==> src/rtl/ioctl_ddram_loader_pkg.sv <==
// Shared types and DDRAM port widths for the ioctl-to-DDRAM download loader.
package ioctl_ddram_loader_pkg;

  localparam int DDR_AW = 29;
  localparam int DDR_DW = 64;
  localparam int DDR_BW = 8;
  localparam int FIFO_W = DDR_AW + DDR_DW + DDR_BW;

  typedef enum logic [1:0] {
    ST_IDLE,
    ST_LOAD,
    ST_FLUSH,
    ST_DONE
  } state_t;

  typedef struct packed {
    logic [DDR_AW-1:0] addr;
    logic [DDR_DW-1:0] data;
    logic [DDR_BW-1:0] be;
  } ddr_word_t;

endpackage

==> src/rtl/ioctl_ddram_loader_fifo.sv <==
// Small write FIFO between the word assembler and the DDRAM write port.
module loader_fifo
  import ioctl_ddram_loader_pkg::*;
#(
  parameter int DEPTH = 4,
  parameter int WIDTH = FIFO_W
) (
  input  logic                     clk_sys,
  input  logic                     reset_n,
  input  logic                     push,
  input  logic [WIDTH-1:0]         push_data,
  input  logic                     pop,
  output logic [WIDTH-1:0]         head,
  output logic [$clog2(DEPTH):0]   count,
  output logic                     empty
);

  localparam int PW = $clog2(DEPTH);
  localparam int CW = PW + 1;

  logic [WIDTH-1:0] mem [DEPTH];
  logic [PW-1:0]    wr_ptr;
  logic [PW-1:0]    rd_ptr;
  logic             full;
  logic             do_push;
  logic             do_pop;

  assign empty   = (count == '0);
  assign full    = (count == CW'(DEPTH));
  assign do_pop  = pop && !empty;
  assign do_push = push && (!full || do_pop);
  assign head    = mem[rd_ptr];

  // NOTE: the storage array has no reset; only pointers and count need one,
  // since an empty FIFO never exposes stale entries.
  always_ff @(posedge clk_sys) begin
    if (do_push) mem[wr_ptr] <= push_data;
  end

  // NOTE: sequential state uses non-blocking assignments so every register
  // samples pre-edge values regardless of statement order.
  always_ff @(posedge clk_sys or negedge reset_n) begin
    if (!reset_n) begin
      wr_ptr <= '0;
      rd_ptr <= '0;
      count  <= '0;
    end else begin
      if (do_push) wr_ptr <= wr_ptr + 1'b1;
      if (do_pop)  rd_ptr <= rd_ptr + 1'b1;
      case ({do_push, do_pop})
        2'b10:   count <= count + 1'b1;
        2'b01:   count <= count - 1'b1;
        default: count <= count;
      endcase
    end
  end

endmodule

==> src/rtl/ioctl_ddram_loader.sv <==
// Collects 16-bit ioctl download writes into byte-masked 64-bit words and
// streams them to the DDRAM write port through a small FIFO.
module ioctl_ddram_loader
  import ioctl_ddram_loader_pkg::*;
#(
  parameter logic [7:0]        INDEX     = 8'd1,
  parameter logic [DDR_AW-1:0] BASE_ADDR = 29'h0600000,
  parameter int                DEPTH     = 4
) (
  input  logic                clk_sys,
  input  logic                reset_n,
  input  logic                ioctl_download,
  input  logic [7:0]          ioctl_index,
  input  logic                ioctl_wr,
  input  logic [24:0]         ioctl_addr,
  input  logic [15:0]         ioctl_dout,
  output logic                ioctl_wait,
  input  logic                DDRAM_BUSY,
  input  logic                DDRAM_DOUT_READY,
  output logic [7:0]          DDRAM_BURSTCNT,
  output logic [DDR_AW-1:0]   DDRAM_ADDR,
  output logic [DDR_DW-1:0]   DDRAM_DIN,
  output logic [DDR_BW-1:0]   DDRAM_BE,
  output logic                DDRAM_WE,
  output logic                DDRAM_RD,
  output logic                busy,
  output logic                done
);

  localparam int CW = $clog2(DEPTH) + 1;

  state_t      state;
  logic        active;
  logic        active_q;
  logic        dl_q;
  logic        wr_acc;
  logic [21:0] waddr;
  logic [1:0]  lane;

  logic        asm_valid, asm_valid_nxt;
  logic [21:0] asm_addr, asm_addr_nxt;
  logic [63:0] asm_data, asm_data_nxt;
  logic [7:0]  asm_mask, asm_mask_nxt;

  logic          push;
  ddr_word_t     push_w;
  logic [FIFO_W-1:0] head;
  ddr_word_t     head_w;
  logic [CW-1:0] fifo_count;
  logic          fifo_empty;
  logic          unused;

  assign active = ioctl_download && (ioctl_index == INDEX);
  assign wr_acc = (state == ST_LOAD) && active && ioctl_wr;
  assign waddr  = ioctl_addr[24:3];
  assign lane   = ioctl_addr[2:1];
  assign unused = ^{DDRAM_DOUT_READY, ioctl_addr[0]};

  // Word assembler: merge lanes, push on full mask, word change or flush.
  // NOTE: every combinational output gets a default first so no latch is inferred.
  always_comb begin
    push          = 1'b0;
    push_w        = '{addr: {7'b0, asm_addr}, data: asm_data, be: asm_mask};
    asm_valid_nxt = asm_valid;
    asm_addr_nxt  = asm_addr;
    asm_data_nxt  = asm_data;
    asm_mask_nxt  = asm_mask;
    if (wr_acc) begin
      if (asm_valid && (waddr != asm_addr)) begin
        push         = 1'b1;
        asm_data_nxt = '0;
        asm_mask_nxt = '0;
      end else if (!asm_valid) begin
        asm_data_nxt = '0;
        asm_mask_nxt = '0;
      end
      asm_addr_nxt                         = waddr;
      asm_data_nxt[{lane, 4'b0} +: 16]     = ioctl_dout;
      asm_mask_nxt[{lane, 1'b0} +: 2]      = 2'b11;
      asm_valid_nxt                        = 1'b1;
      if (!push && (asm_mask_nxt == 8'hFF)) begin
        push          = 1'b1;
        push_w        = '{addr: {7'b0, waddr}, data: asm_data_nxt, be: asm_mask_nxt};
        asm_valid_nxt = 1'b0;
      end
    end else if ((state == ST_FLUSH) && asm_valid) begin
      push          = 1'b1;
      asm_valid_nxt = 1'b0;
    end
  end

  always_ff @(posedge clk_sys or negedge reset_n) begin
    if (!reset_n) begin
      state     <= ST_IDLE;
      active_q  <= 1'b0;
      dl_q      <= 1'b0;
      busy      <= 1'b0;
      done      <= 1'b0;
      asm_valid <= 1'b0;
      asm_addr  <= '0;
      asm_data  <= '0;
      asm_mask  <= '0;
    end else begin
      active_q  <= active;
      dl_q      <= ioctl_download;
      done      <= 1'b0;
      asm_valid <= asm_valid_nxt;
      asm_addr  <= asm_addr_nxt;
      asm_data  <= asm_data_nxt;
      asm_mask  <= asm_mask_nxt;
      case (state)
        ST_IDLE: if (active && !active_q) begin
          state <= ST_LOAD;
          busy  <= 1'b1;
        end
        ST_LOAD: if (dl_q && !ioctl_download) state <= ST_FLUSH;
        ST_FLUSH: if (!asm_valid && fifo_empty) begin
          state <= ST_DONE;
          busy  <= 1'b0;
          done  <= 1'b1;
        end
        default: state <= ST_IDLE;
      endcase
    end
  end

  loader_fifo #(.DEPTH(DEPTH), .WIDTH(FIFO_W)) u_fifo (
    .clk_sys   (clk_sys),
    .reset_n   (reset_n),
    .push      (push),
    .push_data (push_w),
    .pop       (DDRAM_WE && !DDRAM_BUSY),
    .head      (head),
    .count     (fifo_count),
    .empty     (fifo_empty)
  );

  assign head_w = ddr_word_t'(head);

  // Wait decodes only registered state so it never depends on ioctl_wr.
  assign ioctl_wait     = (fifo_count >= CW'(DEPTH - 1)) || (state == ST_FLUSH);
  assign DDRAM_WE       = !fifo_empty;
  assign DDRAM_RD       = 1'b0;
  assign DDRAM_BURSTCNT = 8'd1;
  assign DDRAM_ADDR     = DDRAM_WE ? BASE_ADDR + head_w.addr : '0;
  assign DDRAM_DIN      = DDRAM_WE ? head_w.data : '0;
  assign DDRAM_BE       = DDRAM_WE ? head_w.be : '0;

endmodule

==> config.mk <==
export PLATFORM = sky130hd
export DESIGN_NAME = ioctl_ddram_loader
export DESIGN_NICKNAME = d
export VERILOG_FILES = /design/src/rtl/ioctl_ddram_loader_pkg.sv /design/src/rtl/ioctl_ddram_loader_fifo.sv /design/src/rtl/ioctl_ddram_loader.sv
export SDC_FILE = /design/constraint.sdc
export NUM_CORES = 1
export LEC_CHECK = 0
export ABC_CLOCK_PERIOD_IN_PS = 8900
export BUFFER_PORTS_ARGS = -buffer_cell sky130_fd_sc_hd__buf_2
export CAP_MARGIN = 0
export CORE_ASPECT_RATIO = 1.75
export CORE_MARGIN = 4
export CORE_UTILIZATION = 42
export CTS_BUF_LIST = sky130_fd_sc_hd__clkbuf_16
export DETAILED_ROUTE_END_ITERATION = 6
export GPL_TIMING_DRIVEN = 0
export PLACE_DENSITY_LB_ADDON = 0.3
export REMOVE_ABC_BUFFERS = 1
export SLEW_MARGIN = 20
export SYNTH_ARGS = -nofsm -noshare
export SYNTH_HDL_FRONTEND = slang
export SYNTH_SLANG_ARGS = --single-unit
==> constraint.sdc <==
create_clock -name clk_sys -period 8.9 [get_ports clk_sys]
set_input_delay 0.445 -clock clk_sys [delete_from_list [all_inputs] [get_ports clk_sys]]
set_output_delay 0.445 -clock clk_sys [all_outputs]
set_load 0.05 [all_outputs]
Word level (Yosys, flattened, before mapping)
Memories as Yosys holds them, arrays and structs flattened.
Index checks and enable logic that the tools add are counted.
Cells by class
  muxes and demuxes: 33
  reduce and logical (&&, ||, !) cells: 28
  add/sub/neg operators: 7
  shifts and indexed selects: 4
  eq/ne operators: 11
  $lt $le $gt $ge: 1
Operator list (count)
  two-way mux 64 bit: 4
  two-way mux 94 bit: 2
  bitwise mux 64 bit: 1
  variable shift 16 x 8 -> 64 bit, first input constant: 1
  variable part select 16 x 8 -> 64 bit: 1
  two-way mux 8 bit: 4
  adder 23 x 29 -> 29 bit, first input constant: 1
  two-way mux 29 bit: 1
  inequality test 22 bit: 1
  two-way mux 1 bit: 14
  logical AND 1 bit: 12
  bitwise mux 8 bit: 1
  == test 8 x 1 -> 1 bit, second input constant: 1
  == test 8 bit, second input constant: 1
  negator 6 -> 8 bit: 1
  variable shift 2 x 5 -> 8 bit, first input constant: 1
  variable part select 2 x 5 -> 8 bit, first input constant: 1
  zero test 1 bit: 7
  two-way mux 2 bit: 3
  one-hot mux 2 bit (3 select lines): 1
  one-hot mux 3 bit (2 select lines): 1
  AND reduction 3 bit: 2
  nonzero test 2 bit: 3
  negator 3 -> 5 bit: 1
  other kinds (13): 18
Word-level totals
  flip-flop bits (word level): 108
  input port bits: 55
  bits in writable memories: 376
  memories kept: 1
  logic and storage cells: 97
Memory list
  u_fifo.mem: words 4, width 94, rd ports 1, clocked after Yosys merged registers in 0, write ports 1, line ioctl_ddram_loader_fifo.sv:21  | logic [WIDTH-1:0] mem [DEPTH];

Longest topological paths before layout
Gate-level depths: netlist of the first run.
  depth in word-level cells: 13
  depth in mapped cells: 15
  mapped depth without buffers: 13

Modules after synthesis
From an unflattened synthesis of the first run, not the netlist that was laid out.
Unflattened totals
  cell total of the unflattened synthesis: 1168
  area, all modules: 21296.7 µm²
Modules (own cells, without submodules)
  loader_fifo: sequential area each 12306.8 µm², instances 1, area an instance 15074.5 µm², cells an instance 579
  ioctl_ddram_loader: sequential area each 2527.4 µm², instances 1, area an instance 6222.2 µm², cells an instance 589

Least setup slack after synthesis of the first run
OpenSTA, ideal clock, no wires.
  path type: input to register
  start point: in ioctl_index[2]
  end point: mem u_fifo.mem[0][0] in the netlist's numbering (enable)
  path slack: 1885 ps
  required time: 8352 ps
  arrival time: 6467 ps
  stages: 10
  setup time: 548 ps
  cell sequence: or4_1 > or3_4 > nor2_4 > nand2_2 > a2111oi_2 > buf_4 > or2_1 > buf_6 > o31ai_2 > nor2_1
Between the ends
  word-level cells in the longest chain between the ends: 8
Ends and longest elaborated chain
  from (decl): line ioctl_ddram_loader.sv:13  | input logic [7:0] ioctl_index,
  == test 8 x 1 -> 1 bit: line ioctl_ddram_loader.sv:53  | assign active = ioctl_download && (ioctl_index == INDEX);
  logical AND 1 bit: line ioctl_ddram_loader.sv:53
  logical AND 1 bit (2 in series): line ioctl_ddram_loader.sv:54  | assign wr_acc = (state == ST_LOAD) && active && ioctl_wr;
  two-way mux 1 bit: line ioctl_ddram_loader.sv:68  | if (wr_acc) begin
  logical AND 1 bit: line ioctl_ddram_loader_fifo.sv:31  | assign do_push = push && (!full || do_pop);
  two-way mux 1 bit: line ioctl_ddram_loader_fifo.sv:37  | if (do_push) mem[wr_ptr] <= push_data;
  two-way mux 1 bit (not written as such): line ioctl_ddram_loader_fifo.sv:37
  to (decl): line ioctl_ddram_loader_fifo.sv:21
Every way passes these cells.

Final worst setup path of the first run
  start point: reg asm_addr[10]
  end point: mem u_fifo.mem[3][21] in the netlist's numbering (enable)
Between the ends
  word-level cells in the longest chain between the ends: 12
  elaborated cells between the ends (all ways): 15
  those cells by class: eq/ne (2); mux (9); reduce/logical (4)
Ends and longest elaborated chain
  from (decl): line ioctl_ddram_loader.sv:41  | logic [21:0] asm_addr, asm_addr_nxt;
  from (signal assigned): line ioctl_ddram_loader.sv:108  | asm_addr <= asm_addr_nxt;
  inequality test 22 bit (*): line ioctl_ddram_loader.sv:69  | if (asm_valid && (waddr != asm_addr)) begin
  logical AND 1 bit (*): line ioctl_ddram_loader.sv:69
  two-way mux 8 bit: line ioctl_ddram_loader.sv:69
  two-way mux 8 bit: line ioctl_ddram_loader.sv:68
  bitwise mux 8 bit: line ioctl_ddram_loader.sv:79  | asm_mask_nxt[{lane, 1'b0} +: 2] = 2'b11;
  == test 8 bit: line ioctl_ddram_loader.sv:81  | if (!push && (asm_mask_nxt == 8'hFF)) begin
  logical AND 1 bit: line ioctl_ddram_loader.sv:81
  two-way mux 1 bit (*): line ioctl_ddram_loader.sv:81
  two-way mux 1 bit (*): line ioctl_ddram_loader.sv:68
  logical AND 1 bit (*): line ioctl_ddram_loader_fifo.sv:31
  two-way mux 1 bit (*): line ioctl_ddram_loader_fifo.sv:37
  two-way mux 1 bit (not written as such) (*): line ioctl_ddram_loader_fifo.sv:37
Mark *: on every way between the ends. The rest lies on a longest branch, timed or not. The select of a mux whose other input is x is not followed.

==> key figures, run 1 <==
Global routing
  • Final global-route overflow total: 0
  • Initial antenna violation count: 3
  • Global-route wire length before repair: 70,800 um
  • Vias in the first global route: 11,424
  • Total GRT Usage: 17.90%
  • Largest net degree at the start of global routing: 67

Timing
  • Worst Skew: 0.02673 ns
  • Final Hold Fails: 0
  • RSZ-0062 raised after global routing: false
  • Minimum clock period after layout: 4.979 ns
  • Fin Setup TNS: 0 ns
  • Crit share post-route: 55.95%
  • Hold slack final: 0.03193 ns
  • Max_slew headroom: 34.28%
  • Max Slew Vio Count: 0
  • FMAX: 200.8 MHz
  • Final setup viols: 0
  • Worst-Margin Slew: 0.9799 ns

Synth
  • Post-synth EDFFs: 376
  • Flops & latches, synth: 484
  • Synth top area share: 56.23%
  • Seq/Total Area, Yosys: 69.69%
  • Synth Instances: 1,125
  • Synth warn: 0
  • Synth Flop Type: edfxtp_1
  • Dominant cell type by area after synthesis: edfxtp_1
  • Mean area per synthesized cell: 17.85 um2
  • Top cells by area, synth: edfxtp_1, dfrtp_1, mux4_2, a22o_1, and2_1
  • Async SR Flop Fraction: 22.31%
  • Cell Area, Synth: 20,080 um2
  • Post-synth cell types: 57

Cells and area
  • Area Growth Syn to Fin: 16.66%
  • Layout Utilization: 49.67%
  • Layout cells sized above 1: 30.64%
  • Commonest non-fill, non-tap cell in the layout: edfxtp_1
  • Layout Nets: 1,345
  • Most frequent cells in the layout: edfxtp_1, buf_2, a22o_1, dfrtp_1, and2_1
  • Design area: 23,430 um2

CTS
  • Worst-path clk slew: 0.07 ns
  • Post-CTS setup buffer count: 0
  • Max clock buf depth: 3
  • Worst-Skew Late Latency: 0.57 ns
  • CTS tree: done
  • Num CTS Buffers: 44
  • CTS Sinks: 484
  • Root buf cell: clkbuf_16
  • Htree depth: 2

Floorplanning
  • Die ar.: 51,510 um2
  • Total I/O pin count: 169
  • Die extent in x: 173.3 um
  • Starting Density: 42.57%
  • Num rows: 105
  • Die H: 297.2 um
  • Core area: 47,160 um2

Placed design
  • Placed inst area: 22,060 um2
  • HPWL after detailed placement: 30,610 um
  • GP Congestion: 0.7261
  • Port bufs: 152

Pwr
  • Cell Pwr Density: 280.1 nW/um2
  • Leak: 7.750 nW
  • Peak supply drop: 0.2060 mV

Route
  • Iteration-0 DRC Markers: 706
  • Pre-antenna DRT Iters: 4
  • Routed Antenna Nets: 0
  • WL final: 46,200 um
  • Drt wl/cell: 24.29 um
  • DRC Markers: 0
  • Via density per instance: 5.593
  • Via Count: 10,637

Worst setup path
  • Reg2reg end: u_fifo.mem[3][21]
  • CP Capture Type: register
  • Worst Path Max Fanout: 17
  • Worst Setup Start Kind: register
  • WS Path Type: reg2reg
  • Worst Path Arrival: 5.24 ns
  • Data required time of the critical path: 9.16 ns
  • Worst R2R Path Depth: 12
  • Worst r2r src: asm_addr[10]
  • Register-to-Register Setup Slack: 3.92 ns

Worst hold path
  • Worst Min Path Start: ioctl_download
  • Hold worst-path end: dl_q
  • Worst hold path class: in2reg
  • Cells on Worst Hold Path: 1

Run
  • Max-cap viol count: 0

Outcome
  • Status: finished clean
stage by stage:
step                      setup slack (ns)  power, mW  cells
after global placement              -4.013      4.917   1783
after floorplan                      1.026      4.295   1043
after global routing                 3.605      6.858   1900
after detailed placement             3.224      4.894   1817
after CTS                            3.431      6.675   1900
final                                3.921      6.562   1902
report_power, final:
| part | leakage, nW | switching (mW) | internal [mW] | total [mW] |
|---|---|---|---|---|
| logic | 2.77 | 1.58 | 0.682 | 2.26 |
| registers | 4.28 | 0.0871 | 2.44 | 2.53 |
| clock network | 0.708 | 0.818 | 0.952 | 1.77 |
| total | 7.75 | 2.49 | 4.07 | 6.56 |
cell usage after synthesis, drive strengths merged (3+ instances only):
master,n
ha,13
nand2,17
and3,3
nor3,7
nand3b,3
and2,96
a21oi,5
nand3,4
nor2,20
dfrtp,108
a41oi,3
o211ai,4
a22o,134
buf,59
nand2b,11
edfxtp,376
mux2,46
clkbuf,35
mux4,94
xnor2,25
inv,15
o31ai,3
nand4,7
o21ai,10
state kept, by name (all words and copies together) (netlist names):
| name | flops |
|---|---|
| asm_addr | 22 |
| asm_data | 64 |
| done | 1 |
| asm_mask | 8 |
| dl_q | 1 |
| state | 2 |
| u_fifo.rd_ptr | 2 |
| busy | 1 |
| u_fifo.wr_ptr | 2 |
| asm_valid | 1 |
| active_q | 1 |
| u_fifo.mem | 376 |
| u_fifo.count | 3 |
layer usage:
metal  part of all wire, %  global-route usage [%]  wire [um]
met1                    37                   20.58      16920
met2                    56                   33.92      25890
met3                   4.2                   2.657       1933
met4                   3.1                   5.859       1448
met5                 0.028                       0         13
cell type report:
type | instances | area [um2]
Clock inverter | 37 | 211.5
Sequential cell | 484 | 14000
Multi-Input combinational cell | 544 | 5702
Inverter | 15 | 58.81
Fill cell | 3955 | 23740
Timing Repair Buffer | 187 | 1585
Tap cell | 588 | 735.7
Clock buffer | 45 | 1126
Antenna cell | 2 | 5.005
worst max-delay path, stage by stage, from the launching register on:
cell and delay, ns:
dfrtp_1 0.40, xnor2_1 0.21, nand4_1 0.31, nor4_4 0.64, a41oi_1 0.35, a2111oi_4 0.78, or2_1 0.39, o31ai_2 0.28
nor2_4 0.54, buf_16 0.24, buf_16 0.18, buf_16 0.17, buf_16 0.17
how the worst max path moves through the flow:
stage	slack (ns)	start	depth (start not counted)	end
after floorplan	1.03	ioctl_index[2]	8	u_fifo.mem[0][0]
after CTS	3.43	asm_addr[10]	12	u_fifo.mem[3][21]
after global placement	-4.01	ioctl_index[2]	9	u_fifo.mem[1][19]
final	3.92	asm_addr[10]	12	u_fifo.mem[3][21]
after detailed placement	3.22	ioctl_index[2]	13	u_fifo.mem[3][12]
after global routing	3.61	asm_addr[10]	12	u_fifo.mem[3][14]
repair_timing:
| item | CTS | global route |
|---|---|---|
| resized for setup | 0 | 0 |
| endpoints found under the hold margin | 42 | 0 |
| hold buffers | 1 | 0 |
logic make-up (layout without fill, tap and decap cells):
logic type	count (synthesis)	in the layout	share of synthesized area, %
flops	484	484	69.69
simple gates	181	181	5.434
fa+ha+maj	14	14	0.9098
other cells	2	16	0.03740
buf+inv	109	284	2.449
mux	140	140	13.14
xor+xnor	26	26	1.134
compound gates	169	169	7.203
Note: power is estimated with default switching activity, not from simulation.
==> run 2: changes to the inputs <==
--- a/config.mk
+++ b/config.mk
@@ -5,7 +5,8 @@
 export SDC_FILE = /design/constraint.sdc
 export NUM_CORES = 1
 export LEC_CHECK = 0
-export ABC_CLOCK_PERIOD_IN_PS = 8900
+export ABC_AREA = 1
+export ABC_CLOCK_PERIOD_IN_PS = 4820
 export BUFFER_PORTS_ARGS = -buffer_cell sky130_fd_sc_hd__buf_2
 export CAP_MARGIN = 0
 export CORE_ASPECT_RATIO = 1.75
==> constraint.sdc (replaced) <==
create_clock -name clk_sys -period 4.82 [get_ports clk_sys]
set_input_delay 0.241 -clock clk_sys [delete_from_list [all_inputs] [get_ports clk_sys]]
set_output_delay 0.241 -clock clk_sys [all_outputs]
set_load 0.05 [all_outputs]
==> run 2 against run 1 <==
Global-route usage rose by 3.2 points. Register-to-register slack got worse by 3.3 ns. Setup slack got worse by 3.3 ns. Largest power group is now combinational cells.
==> key figures, run 2 <==
Global routing
  • Total GRT Usage: 21.13%
  • Final global-route overflow total: 0
  • Initial antenna violation count: 0
  • Vias in the first global route: 15,868
  • Largest net degree at the start of global routing: 117
  • Global-route wire length before repair: 88,970 um

Synth
  • Dominant cell type by area after synthesis: edfxtp_1
  • Synth Flop Type: edfxtp_1
  • Flops & latches, synth: 484
  • Synth top area share: 53.43%
  • Post-synth cell types: 35
  • Synth Instances: 2,069
  • Async SR Flop Fraction: 22.31%
  • Seq/Total Area, Yosys: 66.22%
  • Mean area per synthesized cell: 10.21 um2
  • Synth cell count leaders: nor2_1, edfxtp_1, o21ai_0
  • Synth warn: 0
  • Top cells by area, synth: edfxtp_1, dfrtp_1, o21ai_0, nor2_1, nand2_1
  • Count leader, synth: nor2_1
  • Cell Area, Synth: 21,130 um2
  • Post-synth EDFFs: 376

CTS
  • Worst-Skew Late Latency: 0.57 ns
  • Post-CTS setup buffer count: 0
  • # hold bufs at CTS: 24
  • Htree depth: 2
  • Num CTS Buffers: 43
  • CTS Sinks: 484
  • Worst-path clk slew: 0.07 ns
  • CTS-repair resized insts: 0
  • CTS tree: done
  • Root buf cell: clkbuf_16
  • Max clock buf depth: 3

Pwr
  • Cell Pwr Density: 577.1 nW/um2
  • Peak supply drop: 0.3664 mV
  • Leak: 9.559 nW

Worst setup path
  • Register-to-Register Setup Slack: 0.61 ns
  • Worst Path Arrival: 4.46 ns
  • WS Path Type: reg2reg
  • Worst Path Max Fanout: 20
  • Worst Setup Start Kind: register
  • Data required time of the critical path: 5.07 ns
  • CP Capture Type: register

Route
  • Drt wl/cell: 19.96 um
  • WL final: 58,140 um
  • Pre-antenna DRT Iters: 7
  • DRC Markers: 0
  • Routed Antenna Nets: 0
  • Via density per instance: 5.380
  • Iteration-0 DRC Markers: 1,063
  • Via Count: 15,672

Cells and area
  • Design area: 25,080 um2
  • Top reg by flops: u_fifo.mem
  • Max reg flops: 376
  • Area of the multi-input gates: 6062 um2
  • Commonest non-fill, non-tap cell in the layout: nor2_1
  • # fillers: 4,453
  • Layout Nets: 2,286
  • Layout Utilization: 50.43%
  • Layout cells sized above 1: 12.70%
  • Largest registers: u_fifo.mem (376), asm_data (64), asm_addr (22)
  • Most frequent cells in the layout: nor2_1, edfxtp_1, o21ai_0, nand2_1, inv_1
  • Seq. cell area: 14,000 um2
  • Area Growth Syn to Fin: 18.68%

Floorplanning
  • Starting Density: 42.49%
  • Die extent in x: 177.6 um
  • Num rows: 108
  • Core area: 49,730 um2
  • Die ar.: 54,100 um2
  • Die H: 304.7 um
  • Total I/O pin count: 169

Placed design
  • HPWL after detailed placement: 38,170 um
  • Placed inst area: 23,330 um2
  • GP Congestion: 0.8002
  • Port bufs: 152

Timing
  • Worst Skew: 0.02523 ns
  • Max Slew Vio Count: 0
  • FMAX: 237.5 MHz
  • RSZ-0062 raised after global routing: false
  • Max_slew headroom: 26.26%
  • Crit share post-route: 87.35%
  • Worst-Margin Slew: 1.097 ns
  • Final setup viols: 0
  • Minimum clock period after layout: 4.210 ns
  • Final Hold Fails: 0

Run
  • Max-cap viol count: 0

Outcome
  • Status: finished clean

Worst hold path
  • Worst hold path class: in2reg
run 2: cell types whose count changed after synthesis, sizes merged, moves of 93 or more:
cell,delta
a22o,-134
inv,+146
a21oi,+93
nand2,+248
o21ai,+308
o22ai,+105
nor2,+404
and2,-96
mux4,-94
run 2: worst max-delay path, stage by stage, from the launching register on:
cell and delay (ns):
dfrtp_1 0.35, inv_1 0.07, nand2_1 0.06, nand2_1 0.05, nor2_1 0.34, nand2_1 0.11
nor2_2 0.33, nand4_1 0.13, nand2_1 0.11, nand2_1 0.06, nor2_1 0.25, nand2_1 0.19
nand2_1 0.17, o211ai_1 0.42, nor2_4 0.58, buf_12 0.26, buf_12 0.20, buf_12 0.20
run 2: layout make-up:
class / count / area share, %
sequential: 484 / 55.83
clock inverter: 36 / 1.617
antenna: 1 / 0.009979
clock buffer: 44 / 4.391
inverter: 164 / 2.525
timing repair buffer: 224 / 8.158
multi-input combinational: 1300 / 24.17
tap: 660 / 3.293
run 2: path summary, 6_finish.rpt:
check	from	endpoint	depth (start not counted)
min in group asynchronous	reset_n	asm_addr[16]	2
worst max register to register	asm_addr[14]	u_fifo.mem[0][8]	17
max in group asynchronous	reset_n	dl_q	3
worst min register to register	busy	busy	2
worst max-delay path	asm_addr[14]	u_fifo.mem[0][8]	17
worst min-delay path	DDRAM_BUSY	u_fifo.rd_ptr[1]	4
run 2: cells by family after synthesis:
kind of cell | synth area share [%]
compound gates | 13.52
xor+xnor | 0.3316
fa+ha+maj | 0.8645
buf+inv | 5.596
flops | 66.22
other cells | 0.03554
simple gates | 13.43
run 2: metrics by stage:
stage | hold slack, ns | instances | TNS [ns] | total power, mW | worst slack (ns)
after floorplan | -0.05459 | 1948 | -1397.20 | 9.068 | -3.211
after global placement | 0.3780 | 2760 | -5952.14 | 10.81 | -10.01
after detailed placement | 0.1547 | 2808 | 0 | 10.95 | 0.5458
after CTS | 0.01828 | 2912 | 0 | 14.64 | 0.5227
after global routing | 0.05139 | 2912 | 0 | 15.17 | 0.3024
final | 0.04696 | 2913 | 0 | 14.47 | 0.6097
run 2: metal layers:
| metal | part of all wire, % | vias up | GRT usage, % |
|---|---|---|---|
| met4 | 4.2 | 0 | 8.822 |
| met1 | 37 | 7705 | 24.10 |
| met3 | 4.8 | 120 | 2.381 |
| li1 | - | 7365 | - |
| met2 | 54 | 482 | 39.52 |
| met5 | 0 | - | 0 |
run 2: report_power, final:
| group | switching (mW) | total [mW] | internal, mW |
|---|---|---|---|
| clock network | 1.53 | 3.67 | 2.15 |
| logic | 4.73 | 6.10 | 1.36 |
| registers | 0.169 | 4.70 | 4.54 |
